### src/rtl/mskaes_input_sharer_pkg.sv
// Shared definitions for the masked AES-128 input sharer.
// Holds the FSM state encoding, the randomness budget helpers (NRND, NBEATS)
// and the share-index helpers that fix where each share and each random bit
// lives in the flattened buses.
package mskaes_input_sharer_pkg;

    // Width of one AES block (plaintext or key)
    localparam int BLK_W = 128;

    typedef enum logic [1:0] {
        ST_IDLE    = 2'd0,
        ST_FILL    = 2'd1,
        ST_PRESENT = 2'd2
    } state_e;

    // Random bits needed per encoding: (d-1) fresh masks for plaintext and key
    function automatic int nrnd(input int d);
        return 32'sd256 * (d - 32'sd1);
    endfunction

    // Number of PRNG beats needed to fill the pool
    function automatic int nbeats(input int d, input int rnd_w);
        return nrnd(d) / rnd_w;
    endfunction

    // Position of share j of bit i in a d-share bus
    function automatic int sh_idx(input int d, input int i, input int j);
        return d * i + j;
    endfunction

    // Pool bit used as mask j of plaintext bit i
    function automatic int rp_idx(input int i, input int j);
        return (j - 32'sd1) * BLK_W + i;
    endfunction

    // Pool bit used as mask j of key bit i (key masks follow all plaintext masks)
    function automatic int rk_idx(input int d, input int i, input int j);
        return BLK_W * (d - 32'sd1) + (j - 32'sd1) * BLK_W + i;
    endfunction

endpackage

### src/rtl/mskaes_input_sharer_rnd_pool.sv
// Beat-indexed randomness buffer for the input sharer.
// Ports:
//   clk, rst    - clock, synchronous active-high reset
//   i_clr       - synchronous clear of pool and beat counter
//   i_wr_en     - store i_beat at the current beat slot and advance
//   i_beat      - PRNG beat
//   o_pool      - full NRND-bit pool, beat k at [k*RND_W +: RND_W]
//   o_last      - the next write fills the final slot
//   o_full      - every slot has been written
module mskaes_input_sharer_rnd_pool #(
    parameter int NRND   = 256,
    parameter int RND_W  = 32,
    parameter int NBEATS = 8,
    parameter int CNT_W  = 4
) (
    input  logic              clk,
    input  logic              rst,
    input  logic              i_clr,
    input  logic              i_wr_en,
    input  logic [RND_W-1:0]  i_beat,
    output logic [NRND-1:0]   o_pool,
    output logic              o_last,
    output logic              o_full
);

    logic [NRND-1:0]  r_pool;
    logic [CNT_W-1:0] r_cnt;
    logic             w_full;

    assign w_full = (r_cnt == CNT_W'(NBEATS));
    assign o_last = (r_cnt == CNT_W'(NBEATS - 1));
    assign o_full = w_full;
    assign o_pool = r_pool;

    // Pool fill: one beat per enabled cycle, counter saturates at NBEATS (no wrap)
    always_ff @(posedge clk) begin
        if (rst || i_clr) begin
            r_pool <= {NRND{1'b0}};
            r_cnt  <= {CNT_W{1'b0}};
        end else if (i_wr_en && !w_full) begin
            for (int b = 0; b < NBEATS; b++) begin
                if (r_cnt == CNT_W'(b)) begin
                    r_pool[b*RND_W +: RND_W] <= i_beat;
                end
            end
            r_cnt <= r_cnt + CNT_W'(1);
        end
    end

endmodule

### src/rtl/mskaes_input_sharer.sv
// Masked AES-128 input sharer: latches an unmasked plaintext/key pair, draws
// 256*(d-1) fresh random bits from the PRNG one beat per cycle, and presents
// d-share encodings to the masked core. Everything secret is wiped on handoff.
// Ports:
//   clk, rst                   - clock, synchronous active-high reset
//   in_valid/in_ready          - plaintext/key handshake (accepted in IDLE)
//   umsk_plaintext, umsk_key   - unmasked block and key
//   rnd_in/rnd_valid/rnd_ready - PRNG beat stream (consumed only in FILL)
//   out_valid/out_ready        - share handoff to the core
//   sh_plaintext, sh_key       - d-share buses, shares of bit i at [d*i +: d]
module mskaes_input_sharer
    import mskaes_input_sharer_pkg::*;
#(
    parameter int d     = 2,
    parameter int RND_W = 32
) (
    input  logic                 clk,
    input  logic                 rst,
    input  logic                 in_valid,
    output logic                 in_ready,
    input  logic [BLK_W-1:0]     umsk_plaintext,
    input  logic [BLK_W-1:0]     umsk_key,
    input  logic [RND_W-1:0]     rnd_in,
    input  logic                 rnd_valid,
    output logic                 rnd_ready,
    output logic                 out_valid,
    input  logic                 out_ready,
    output logic [BLK_W*d-1:0]   sh_plaintext,
    output logic [BLK_W*d-1:0]   sh_key
);

    localparam int NRND   = nrnd(d);
    localparam int NBEATS = nbeats(d, RND_W);
    localparam int CNT_W  = $clog2(NBEATS) + 1;

    if (d < 2) begin : g_bad_d
        $error("mskaes_input_sharer: d must be >= 2");
    end
    if ((NRND % RND_W) != 0) begin : g_bad_rnd_w
        $error("mskaes_input_sharer: RND_W must divide 256*(d-1)");
    end

    state_e             r_state;
    logic [BLK_W-1:0]   r_pt;
    logic [BLK_W-1:0]   r_key;

    logic [NRND-1:0]    w_pool;
    logic               w_last;
    logic               w_full;
    logic               w_accept;
    logic               w_handoff;
    logic               w_beat_take;
    logic               w_pool_clr;
    logic [BLK_W*d-1:0] w_sh_p;
    logic [BLK_W*d-1:0] w_sh_k;

    assign w_accept    = (r_state == ST_IDLE) && in_valid;
    assign w_handoff   = (r_state == ST_PRESENT) && out_ready;
    assign w_beat_take = (r_state == ST_FILL) && rnd_valid && !w_full;
    // Counter restarts on accept; pool is wiped on handoff so no mask is reused
    assign w_pool_clr  = w_accept || w_handoff;

    // Handshake outputs decode straight from the state; reset masks them at once
    assign in_ready  = (r_state == ST_IDLE) && !rst;
    assign rnd_ready = (r_state == ST_FILL) && !w_full && !rst;
    assign out_valid = (r_state == ST_PRESENT) && !rst;

    mskaes_input_sharer_rnd_pool #(
        .NRND   (NRND),
        .RND_W  (RND_W),
        .NBEATS (NBEATS),
        .CNT_W  (CNT_W)
    ) u_pool (
        .clk     (clk),
        .rst     (rst),
        .i_clr   (w_pool_clr),
        .i_wr_en (w_beat_take),
        .i_beat  (rnd_in),
        .o_pool  (w_pool),
        .o_last  (w_last),
        .o_full  (w_full)
    );

    // Control FSM plus the latched plaintext/key, both cleared on handoff
    always_ff @(posedge clk) begin
        if (rst) begin
            r_state <= ST_IDLE;
            r_pt    <= {BLK_W{1'b0}};
            r_key   <= {BLK_W{1'b0}};
        end else begin
            case (r_state)
                ST_IDLE: begin
                    if (in_valid) begin
                        r_pt    <= umsk_plaintext;
                        r_key   <= umsk_key;
                        r_state <= ST_FILL;
                    end
                end
                ST_FILL: begin
                    if (w_beat_take && w_last) begin
                        r_state <= ST_PRESENT;
                    end
                end
                ST_PRESENT: begin
                    if (out_ready) begin
                        r_state <= ST_IDLE;
                        r_pt    <= {BLK_W{1'b0}};
                        r_key   <= {BLK_W{1'b0}};
                    end
                end
                default: begin
                    r_state <= ST_IDLE;
                    r_pt    <= {BLK_W{1'b0}};
                    r_key   <= {BLK_W{1'b0}};
                end
            endcase
        end
    end

    // Share encoder: shares 1..d-1 are raw masks, share 0 folds them into the bit
    always_comb begin
        logic acc_p;
        logic acc_k;
        w_sh_p = {(BLK_W*d){1'b0}};
        w_sh_k = {(BLK_W*d){1'b0}};
        acc_p  = 1'b0;
        acc_k  = 1'b0;
        for (int i = 0; i < BLK_W; i++) begin
            acc_p = r_pt[i];
            acc_k = r_key[i];
            for (int j = 1; j < d; j++) begin
                w_sh_p[sh_idx(d, i, j)] = w_pool[rp_idx(i, j)];
                w_sh_k[sh_idx(d, i, j)] = w_pool[rk_idx(d, i, j)];
                acc_p = acc_p ^ w_pool[rp_idx(i, j)];
                acc_k = acc_k ^ w_pool[rk_idx(d, i, j)];
            end
            w_sh_p[sh_idx(d, i, 0)] = acc_p;
            w_sh_k[sh_idx(d, i, 0)] = acc_k;
        end
    end

    // Shares are exposed only while presenting, never half-filled encodings
    assign sh_plaintext = (r_state == ST_PRESENT) ? w_sh_p : {(BLK_W*d){1'b0}};
    assign sh_key       = (r_state == ST_PRESENT) ? w_sh_k : {(BLK_W*d){1'b0}};

endmodule
### config.mk
export PLATFORM = sky130hd
export DESIGN_NAME = mskaes_input_sharer
export DESIGN_NICKNAME = d
export VERILOG_FILES = /design/src/rtl/mskaes_input_sharer_pkg.sv /design/src/rtl/mskaes_input_sharer_rnd_pool.sv /design/src/rtl/mskaes_input_sharer.sv
export SDC_FILE = /design/constraint.sdc
export NUM_CORES = 1
export LEC_CHECK = 0
export ABC_CLOCK_PERIOD_IN_PS = 4200
export CAP_MARGIN = 30
export CORE_AREA = 3 3 314 316
export CTS_BUF_LIST = sky130_fd_sc_hd__clkbuf_2 sky130_fd_sc_hd__clkbuf_4 sky130_fd_sc_hd__clkbuf_8
export DETAILED_ROUTE_END_ITERATION = 10
export DIE_AREA = 0 0 317 319
export PLACE_DENSITY = 0.5
export SYNTH_ARGS = -nofsm -noshare
export SYNTH_HDL_FRONTEND = slang
export SYNTH_SLANG_ARGS = --single-unit
### constraint.sdc
create_clock -name clk -period 4.2 [get_ports clk]
set_input_delay 1.26 -clock clk [delete_from_list [all_inputs] [get_ports clk]]
set_output_delay 1.26 -clock clk [all_outputs]
set_load 0.01 [all_outputs]
==> results_dict.tcl <==
set metrics [dict create \
    outcome "complete, no violations" \
    yosys.area_share.simple_pct 20.9 \
    synthMuxAreaShare_pct 0.0417 \
    clk_pin_slew_ns 0.06 \
    vias 23900 \
    slew_violations 0 \
    max_stage_delay_ns 0.54 \
    r2r_start "r_state[1]" \
    syn_area_mm2 0.0240 \
    grt_max_degree 137 \
    post-route-period-util_pct 96.0 \
    clk_path_buf_depth 3 \
    syn_to_final_growth_pct 48.4 \
    crit_chain "buf_4 -> nor2b_4 -> buf_6 -> bufbuf_16 -> and2_1 -> clkdlybuf4s50_1" \
    hold_viol_final 0 \
    path_class "reg2out" \
    r2r_setup_slack_ns 1.55 \
    start_util_pct 24.9 \
    drtAntennaViolNets 0 \
    final_area_mm2 0.0356 \
    setup_viol 0 \
    rows 114 \
    cts_tree "yes" \
    htree_num_levels 3 \
    cp_max_fo 30 \
    numCtsBuffers 99 \
    first_pass_iters 6 \
    timing.critical_path.required_ns 2.94 \
    drtIter0Drc 1864 \
    final_cell_count_no_fill 4967 \
    yosys.cell_count.top_type "dfxtp_1" \
    synth_fp_nets 3228 \
    grt_overflow 0 \
    reg2reg_depth 6 \
    postSynthCellCount 2931 \
    dp_cells 4783 \
    rsz0062_at_grt "false" \
    yosys.cell_types.count 35 \
    yosysTopAreaCell "dfxtp_1" \
    async_reset_ff_share_pct 0 \
    p_per_area_mw_per_mm2 344 \
    grt_pass1_wl_mm 171 \
    synth-seq-cells 518 \
    io-pin-count 808 \
    cts_root_buffer "clkbuf_8" \
    drc 0 \
    synth.top_cells.by_count "dfxtp_1, a21oi_1, and2_1" \
    endpoint_kind "primary output" \
    die_w_um 317 \
    min_to "r_pt[127]" \
    placed_cell_area_mm2 0.0333 \
    gp_congestion 0.794 \
    holdWs_ns 0.487 \
    wl_per_cell_um 24.4 \
    final_nets 3912 \
    clock_latency_ns 0.73 \
    holdPathStages 1 \
    yosys.area.top_type_share_pct 43.2 \
    slew_headroom_pct 36.8 \
    die_h_um 319 \
    cp-start-kind "register" \
    fin_skew_ns 0.0204 \
    hold_class "reg2reg" \
    drt_wl_total_mm 121 \
    yosys-top-cells-area "dfxtp_1, xnor2_1, a2bb2oi_1, and2_1, a21oi_1" \
    ctsHoldBuffers 0 \
    p_leak_nw 11.8 \
    numClockSinks 518 \
    synth_top_family_by_area "simple AND/OR/NAND/NOR gates" \
    synth_xor_area_share_pct 9.34 \
    synth_adder_area_share_pct 0.209 \
    hpwl_mm 79.8 \
    synth_seq_area_share_pct 43.2 \
    grt_usage_pct 22.9 \
    yosysWarnings 0 \
    worst_pin_slew_ns 0.948 \
    avgSynthCellArea_um2 8.19 \
    ir_drop_mv 0.224 \
    max-cap-violations 0 \
    coreArea_mm2 0.0963 \
    r2r-end "r_key[99]" \
    finalPower_w 0.0122 \
    die_area_mm2 0.101 \
    synth-main-ff-cell "dfxtp_1" \
    synth-edff-count 0 \
    worstHoldStart "r_pt[127]" \
    antenna_found_initial 10 \
    layout-drive-gt1-share_pct 7.92 \
    io_buffers 807 \
    worst_path_max_delay_cell "clkdlybuf4s50_1" \
    grt_pass1_vias 23400 \
    setup_tns_ns 0 \
    cp.arrival_ns 2.77 \
    vias_per_cell 4.81 \
    post-route-min-period_ns 4.03 \
    synth_compound_area_share_pct 20.3 \
    fmax_ghz 0.248 \
]
-- final cells by class --
type	instances	area, um^2
Tap cell	1276	1600
Clock buffer	156	1920
Clock inverter	16	171
Inverter	3	11.3
Antenna cell	5	12.5
Sequential cell	518	10400
Fill cell	10000	60700
Timing Repair Buffer	896	9230
Multi-Input combinational cell	2097	12300
-- critical path, delay by kind of cell, from the launching register on --
family,cells,cell delay (ns)
simple gates,2,0.39
flops,1,0.39
buf+inv,4,1.24
-- report_power, final --
part	internal, W	leakage, nW	switching (W)
Clock	0.00307	1.12	0.00234
Sequential	0.00517	4.24	0.000191
Combinational	0.000750	6.50	0.000722
Total	0.00899	11.8	0.00325
-- stage by stage --
step,worst slack (ns),util [%]
6_report,0.166,37.0
5_1_grt,0.0249,37.0
2_1_floorplan,1.10,-
3_3_place_gp,0.0728,34.5
4_1_cts,0.0253,37.0
3_5_place_dp,0.0320,34.6
-- per-layer routing --
layer / track usage (%) / up-vias / share of wire, %
met5: 0 / - / 0
li1: - / 11300 / -
met2: 38.2 / 878 / 48
met3: 5.32 / 140 / 7.1
met1: 29.1 / 11600 / 42
met4: 7.49 / 0 / 2.9
-- cell families (layout without fill, tap and decap cells) --
group,count (synthesis),after routing
xor+xnor,256,256
simple gates,1056,1056
mux,1,1
other cells,0,5
flops,518,518
compound gates,780,780
fa+ha+maj,4,4
buf+inv,316,1071
-- worst max path at each step --
stage,start,to,depth (start not counted)
floorplan,rst,in_ready,3
global placement,rst,rnd_ready,4
global route,r_state[0],sh_plaintext[1],6
finish,r_state[0],sh_plaintext[1],6
CTS,r_state[0],sh_plaintext[241],6
detailed placement,rst,rnd_ready,4
-- timing repair --
item,CTS,global route
pin swaps,0,0
cloned,4,0
resized for setup,5,1
setup buffers,3,0
setup endpoints to repair,121,15
-- cells in the final DEF, fill, tap and decap left out, drive strengths merged --
cell type and n:
xnor2 256, mux2i 1, o221a 1, bufinv 3
nand4 1, a21oi 261, nor3 2, inv 6
nor4b 1, and3 1, clkdlybuf4s50 797, or3b 1
nand4bb 1, nor2b 2, nand3b 2, and2 260
clkbuf 156, nand3 259, nor2 259, and3b 2
or4b 1, bufbuf 3, dfxtp 518, nand2 259
or3 1, ha 4, a32o 2, diode 5
a2bb2oi 254, and4bb 1, nand2b 2, clkinvlp 2
or4 1, buf 96, clkinv 8, o21ai 262
-- registers in the layout (all words and copies together), names as in the netlist --
signal,count
r_pt,128
r_key,128
u_pool.r_cnt,4
u_pool.o_pool,256
r_state,2
(Power assumes the default switching activity.)
==> RTL change 1, RTL diff (config.mk and constraints unchanged) <==
Add an input register stage for `umsk_key`, without a reset; this delays it by one clock. The other inputs are not delayed to match.
--- a/src/rtl/mskaes_input_sharer.sv
+++ b/src/rtl/mskaes_input_sharer.sv
@@ -33,4 +33,10 @@
     localparam int NBEATS = nbeats(d, RND_W);
     localparam int CNT_W  = $clog2(NBEATS) + 1;
+
+    logic [BLK_W-1:0] umsk_key_q;
+
+    always_ff @(posedge clk) begin
+        umsk_key_q <= umsk_key;
+    end
 
     if (d < 2) begin : g_bad_d
@@ -93,5 +99,5 @@
                     if (in_valid) begin
                         r_pt    <= umsk_plaintext;
-                        r_key   <= umsk_key;
+                        r_key   <= umsk_key_q;
                         r_state <= ST_FILL;
                     end
Function: not settled (the Yosys comparison gave no result); the edit may change what the design does.
==> RTL change 1 against the unedited design <==
Register-to-register slack improved by 0.31 ns; worst hold slack got worse by 0.060 ns; wire length increased by 1.4%; synthesized area increased by 9.6%; synthesized cell count increased by 2.9%; worst setup slack improved by 0.0043 ns; cell area increased by 7.2%; total power increased by 16%; sequential cell count increased by 128; critical path type unchanged.
==> RTL change 1: results <==
[run_status]
status = completed

[cts]
worst_skew_pair.late_latency_ns = 0.78
cts_setup_buffers = 0
numCtsBuffers = 114
ctsRootBufferMaster = sky130_fd_sc_hd__clkbuf_8
clockBufferDepth = 3

[drt]
drt_pre_antenna_iters = 7
num_vias = 24600
drt-wirelength-per-cell_um = 24.2
vias_per_cell = 4.84
detail_route.iter0.violations = 1635

[synthesis]
synth_sequential_area_ratio = 0.491
synth_fp_nets = 3314
most_numerous_cell_types_in_the_synthesized_netlist = sky130_fd_sc_hd__dfxtp_1 (646), sky130_fd_sc_hd__a21oi_1 (261), sky130_fd_sc_hd__and2_1 (260)
netlist_top_cells_area = sky130_fd_sc_hd__dfxtp_1 (49%), sky130_fd_sc_hd__xnor2_1 (8.5%), sky130_fd_sc_hd__a2bb2oi_1 (7.2%), sky130_fd_sc_hd__and2_1 (6.2%), sky130_fd_sc_hd__a21oi_1 (5.0%)
synth_cell_types = 37
synthesis.instances = 3017

[placement]
placedInstanceArea_um2 = 35700
detailedPlace.worstSlack_ns = 0.176
dp.cells = 4876
port_buffers = 807
place_hpwl_um = 82000
routabilityCongestion = 0.797

[timing]
finalWorstSetupSlack_ns = 0.170
final.setup_skew_ns = 0.0308
slew_headroom = 0.296
fin_worst_hold_slack_ns = 0.428

[worst_setup_path]
reg2regPathDepth = 4
worstReg2RegEnd = r_key[93]
critical_path_peak_fanout = 49
setup.worst_path.end = sh_key[255]
critPathArrivalTime_ns = 2.77
r2r_slack_ns = 1.86

[power]
vdd.ir_drop.worst_v = 0.000225
p_leak_nw = 13.0

[global_routing]
grt_first_pass_wirelength_um = 173000
grt_max_degree = 129
gr-usage-all-layers = 0.232
antenna_violations_before_repair = 12
grt_pass1_vias = 24100

[layout]
layout-drive-gt1-share = 0.0838
final_nets = 4013
[RTL change 1: cell count changes after synthesis, sizes merged, moves of 2 or more]
cell / change
buf: -29
clkbuf: +25
nor2b: -2
a22o: +40
dfxtp: +128
a2bb2oi: -38
a32o: -2
nand2: -38
[RTL change 1: layer usage]
metal	GRT usage	vias up	part of all wire
met1	0.287	11800	0.41
met2	0.396	965	0.49
met3	0.0580	163	0.079
met5	0	-	0.00033
li1	-	11600	-
met4	0.0733	6	0.028
[RTL change 1: logic make-up after synthesis]
logic type | Yosys count | share of synthesized area
and+or+nand+nor | 1018 | 0.186
AOI/OAI and AO/OA | 780 | 0.185
DFF | 646 | 0.491
buffers and inverters | 312 | 0.0504
xor gates and xnor gates | 256 | 0.0852
adders and majority gates | 4 | 0.00190
muxes | 1 | 0.000380
[RTL change 1: cell type report]
type	count	area, um2
Timing Repair Buffer	892	9030
Multi-Input combinational cell	2059	12200
Clock inverter	13	148
Inverter	3	11.3
Sequential cell	646	12900
Fill cell	9868	58100
Clock buffer	184	2260
Tap cell	1276	1600
Antenna cell	7	17.5
[RTL change 1: where the power goes]
part	switching, mW	internal (mW)	leakage, nW
Combinational	0.698	0.714	6.36
Sequential	0.199	6.44	5.31
Clock	2.75	3.46	1.29
Total	3.64	10.6	13.0
[RTL change 1: worst min path at each step]
stage | from | to | depth (start not counted)
after floorplan | umsk_key_q[0] | r_key[0] | 2
after global placement | umsk_key_q[5] | r_key[5] | 2
after detailed placement | umsk_key_q[28] | r_key[28] | 2
after CTS | umsk_key_q[28] | r_key[28] | 2
after global routing | umsk_key_q[35] | r_key[35] | 2
final | umsk_key_q[59] | r_key[59] | 2
[RTL change 1: timing repair]
action	CTS	global route
pin swaps	0	0
gates resized for setup	2	4
setup endpoints to repair	18	6
[RTL change 1: critical path, stage by stage, from the launching register on]
cell and delay (ns):
sky130_fd_sc_hd__dfxtp_1 0.43, sky130_fd_sc_hd__and2b_4 0.35, sky130_fd_sc_hd__buf_12 0.22, sky130_fd_sc_hd__buf_4 0.23, sky130_fd_sc_hd__and2_1 0.19, sky130_fd_sc_hd__clkdlybuf4s50_1 0.55
==> RTL change 2, RTL diff (same settings) <==
Without the edit above. `RND_W` is set to 32 in 2 places; all go to 16.
--- a/src/rtl/mskaes_input_sharer_rnd_pool.sv
+++ b/src/rtl/mskaes_input_sharer_rnd_pool.sv
@@ -10,5 +10,5 @@
 module mskaes_input_sharer_rnd_pool #(
     parameter int NRND   = 256,
-    parameter int RND_W  = 32,
+    parameter int RND_W  = 16,
     parameter int NBEATS = 8,
     parameter int CNT_W  = 4
--- a/src/rtl/mskaes_input_sharer.sv
+++ b/src/rtl/mskaes_input_sharer.sv
@@ -13,5 +13,5 @@
 #(
     parameter int d     = 2,
-    parameter int RND_W = 32
+    parameter int RND_W = 16
 ) (
     input  logic                 clk,
Interface: changed (resized rnd_in); port bits go from 808 to 792. No check against the original RTL was run, so the function may have changed too.
==> RTL change 2 against the unedited design <==
Critical path depth fell by 3; wire length shrank 7.0%; synthesized area increased by 0.72%; sequential share of layout area grew 0.10 points; clock skew grew 0.012 ns; synthesized cell count fell by 1.1%; utilization about the same; count of clock-buffer cells in the layout rose by 4; cell area is 0.13% lower; sequential cell count up 1; total power grew 1.7%; worst setup slack gained 0.068 ns; critical path type is now in -> out; critical endpoint is now in_ready; largest power group unchanged; highest routed layer unchanged.
==> RTL change 2: results <==
[global_routing]
grt_pass1_vias = 23200
gr-usage-all-layers = 0.213
antenna_violations_before_repair = 13
grt_first_pass_wirelength_um = 162000
grt_max_degree = 134

[drt]
detail_route.iter0.violations = 1715
drt_pre_antenna_iters = 5
route.final.wire_length_um = 113000
num_vias = 23600

[synthesis]
synth_async_sr_flop_share = 0
netlist_top_cells_area = sky130_fd_sc_hd__dfxtp_1 (43%), sky130_fd_sc_hd__xnor2_1 (9.3%), sky130_fd_sc_hd__a2bb2oi_1 (7.2%), sky130_fd_sc_hd__and2_1 (6.6%), sky130_fd_sc_hd__a21oi_1 (5.4%)
synth-warning-count = 0
synth_sequential_area_ratio = 0.430
synth_xor_xnor_area_share = 0.0928
synth_fp_nets = 3182
most_numerous_cell_types_in_the_synthesized_netlist = sky130_fd_sc_hd__dfxtp_1 (519), sky130_fd_sc_hd__a21oi_1 (260), sky130_fd_sc_hd__nor2_1 (260)
compound_gate_portion_of_the_synthesized_area = 0.203
synth_cell_types = 46
dominant_combinational_cell_family_by_area_after_synthesis = simple AND/OR/NAND/NOR gates
synth_ff_type = sky130_fd_sc_hd__dfxtp_1
post_synth_fa_ha_maj_area_fraction = 0.00259
synth.area.mux_share = 0.000414

[worst_setup_path]
reg2reg_from = u_pool.r_cnt[1]
critical_path_peak_fanout = 3
biggest_cell_delay_along_the_critical_path_ns = 0.61
worstReg2RegEnd = r_state[0]
endpoint_kind = primary output
critPathLaunch = rst
critPathSlowestCell = sky130_fd_sc_hd__clkdlybuf4s50_1
setup.worst_path.end = in_ready
reg2regPathDepth = 7
r2r_slack_ns = 1.60

[cts]
ctsHtreeMaxLevel = 3
numCtsBuffers = 102
clk_pin_slew_ns = 0.06
ctsRootBufferMaster = sky130_fd_sc_hd__clkbuf_8
worst_skew_pair.late_latency_ns = 0.77
clockBufferDepth = 3

[layout]
final_nets = 3831
largest_register_ffs = 256
layout-drive-gt1-share = 0.0824

[placement]
routabilityCongestion = 0.802
port_buffers = 791
place_hpwl_um = 74400

[run_status]
status = completed

[min_path]
worstHoldPathType = reg -> reg

[timing]
tightestPinTransition_ns = 1.01
final.setup_skew_ns = 0.0325

[power]
p_leak_nw = 11.7
vdd.ir_drop.worst_v = 0.000209
RTL change 2: cell types whose count changed in the layout (fill, tap and decap cells not counted), sizes merged, moves of 23 or more:
| cell | delta |
|---|---|
| nand4 | +47 |
| clkdlybuf4s50 | -23 |
| a22o | +56 |
| nand2 | -58 |
| a2bb2oi | -54 |
| nand3 | -46 |
RTL change 2: where the power goes:
part	total, mW	internal, mW	switching (mW)
clock	5.83	3.43	2.40
combinational	1.30	0.661	0.638
sequential	5.33	5.16	0.168
total	12.5	9.25	3.20
RTL change 2: worst max-delay path, delay by kind of cell:
kind / cells / cell delay [ns]
buffers and inverters: 2 / 1.11
and+or+nand+nor: 1 / 0.32
RTL change 2: layout make-up:
class | count | area [um2]
clock inverter | 23 | 293
antenna | 9 | 22.5
fill | 9945 | 60700
timing repair buffer | 863 | 8750
sequential | 519 | 10400
inverter | 6 | 22.5
clock buffer | 160 | 2030
tap | 1276 | 1600
multi-input combinational | 2057 | 12500
RTL change 2: repair_timing:
item	in CTS	in global routing
setup endpoints to repair	178	18
gates resized for setup	1	4
setup buffers	1	0
RTL change 2: routing by layer:
layer  part of all wire  global-route usage  vias to the layer above
met5                  0                   0                        -
met4              0.031              0.0737                        0
met3              0.069              0.0517                      174
met2               0.48               0.354                      875
met1               0.42               0.268                    11300
li1                   -                   -                    11200
RTL change 2: cell families (layout without fill, tap and decap cells):
group | Yosys count | count (layout)
AND/OR/NAND/NOR | 1015 | 1015
AO/OA/AOI/OAI | 780 | 780
flip-flops | 519 | 519
buffers and inverters | 324 | 1052
XOR/XNOR | 256 | 256
adder cells (fa/ha/maj) | 5 | 5
multiplexers | 1 | 1
other | 0 | 9
RTL change 2: how the worst min path moves through the flow:
stage	start	depth (start not counted)	slack, ns	end
6_report	u_pool.o_pool[96]	2	0.50	u_pool.o_pool[96]
5_1_grt	r_key[120]	1	0.51	r_key[120]
4_1_cts	u_pool.o_pool[210]	2	0.50	u_pool.o_pool[210]
3_5_place_dp	r_pt[90]	1	0.49	r_pt[90]
3_3_place_gp	r_pt[49]	1	0.48	r_pt[49]
2_1_floorplan	u_pool.o_pool[240]	2	0.47	u_pool.o_pool[240]
RTL change 2: stage by stage:
step                      area [um2]  setup WS (ns)  cells  hold slack, ns  utilization
after floorplan                24200           1.21   2900           0.469            -
after global placement         33100          0.219   4716           0.483        0.344
after detailed placement       33200          0.228   4719           0.487        0.345
after CTS                      35500         0.0312   4903           0.499        0.369
after global routing           35600          0.103   4911           0.507        0.369
final                          35600          0.234   4913           0.497        0.369
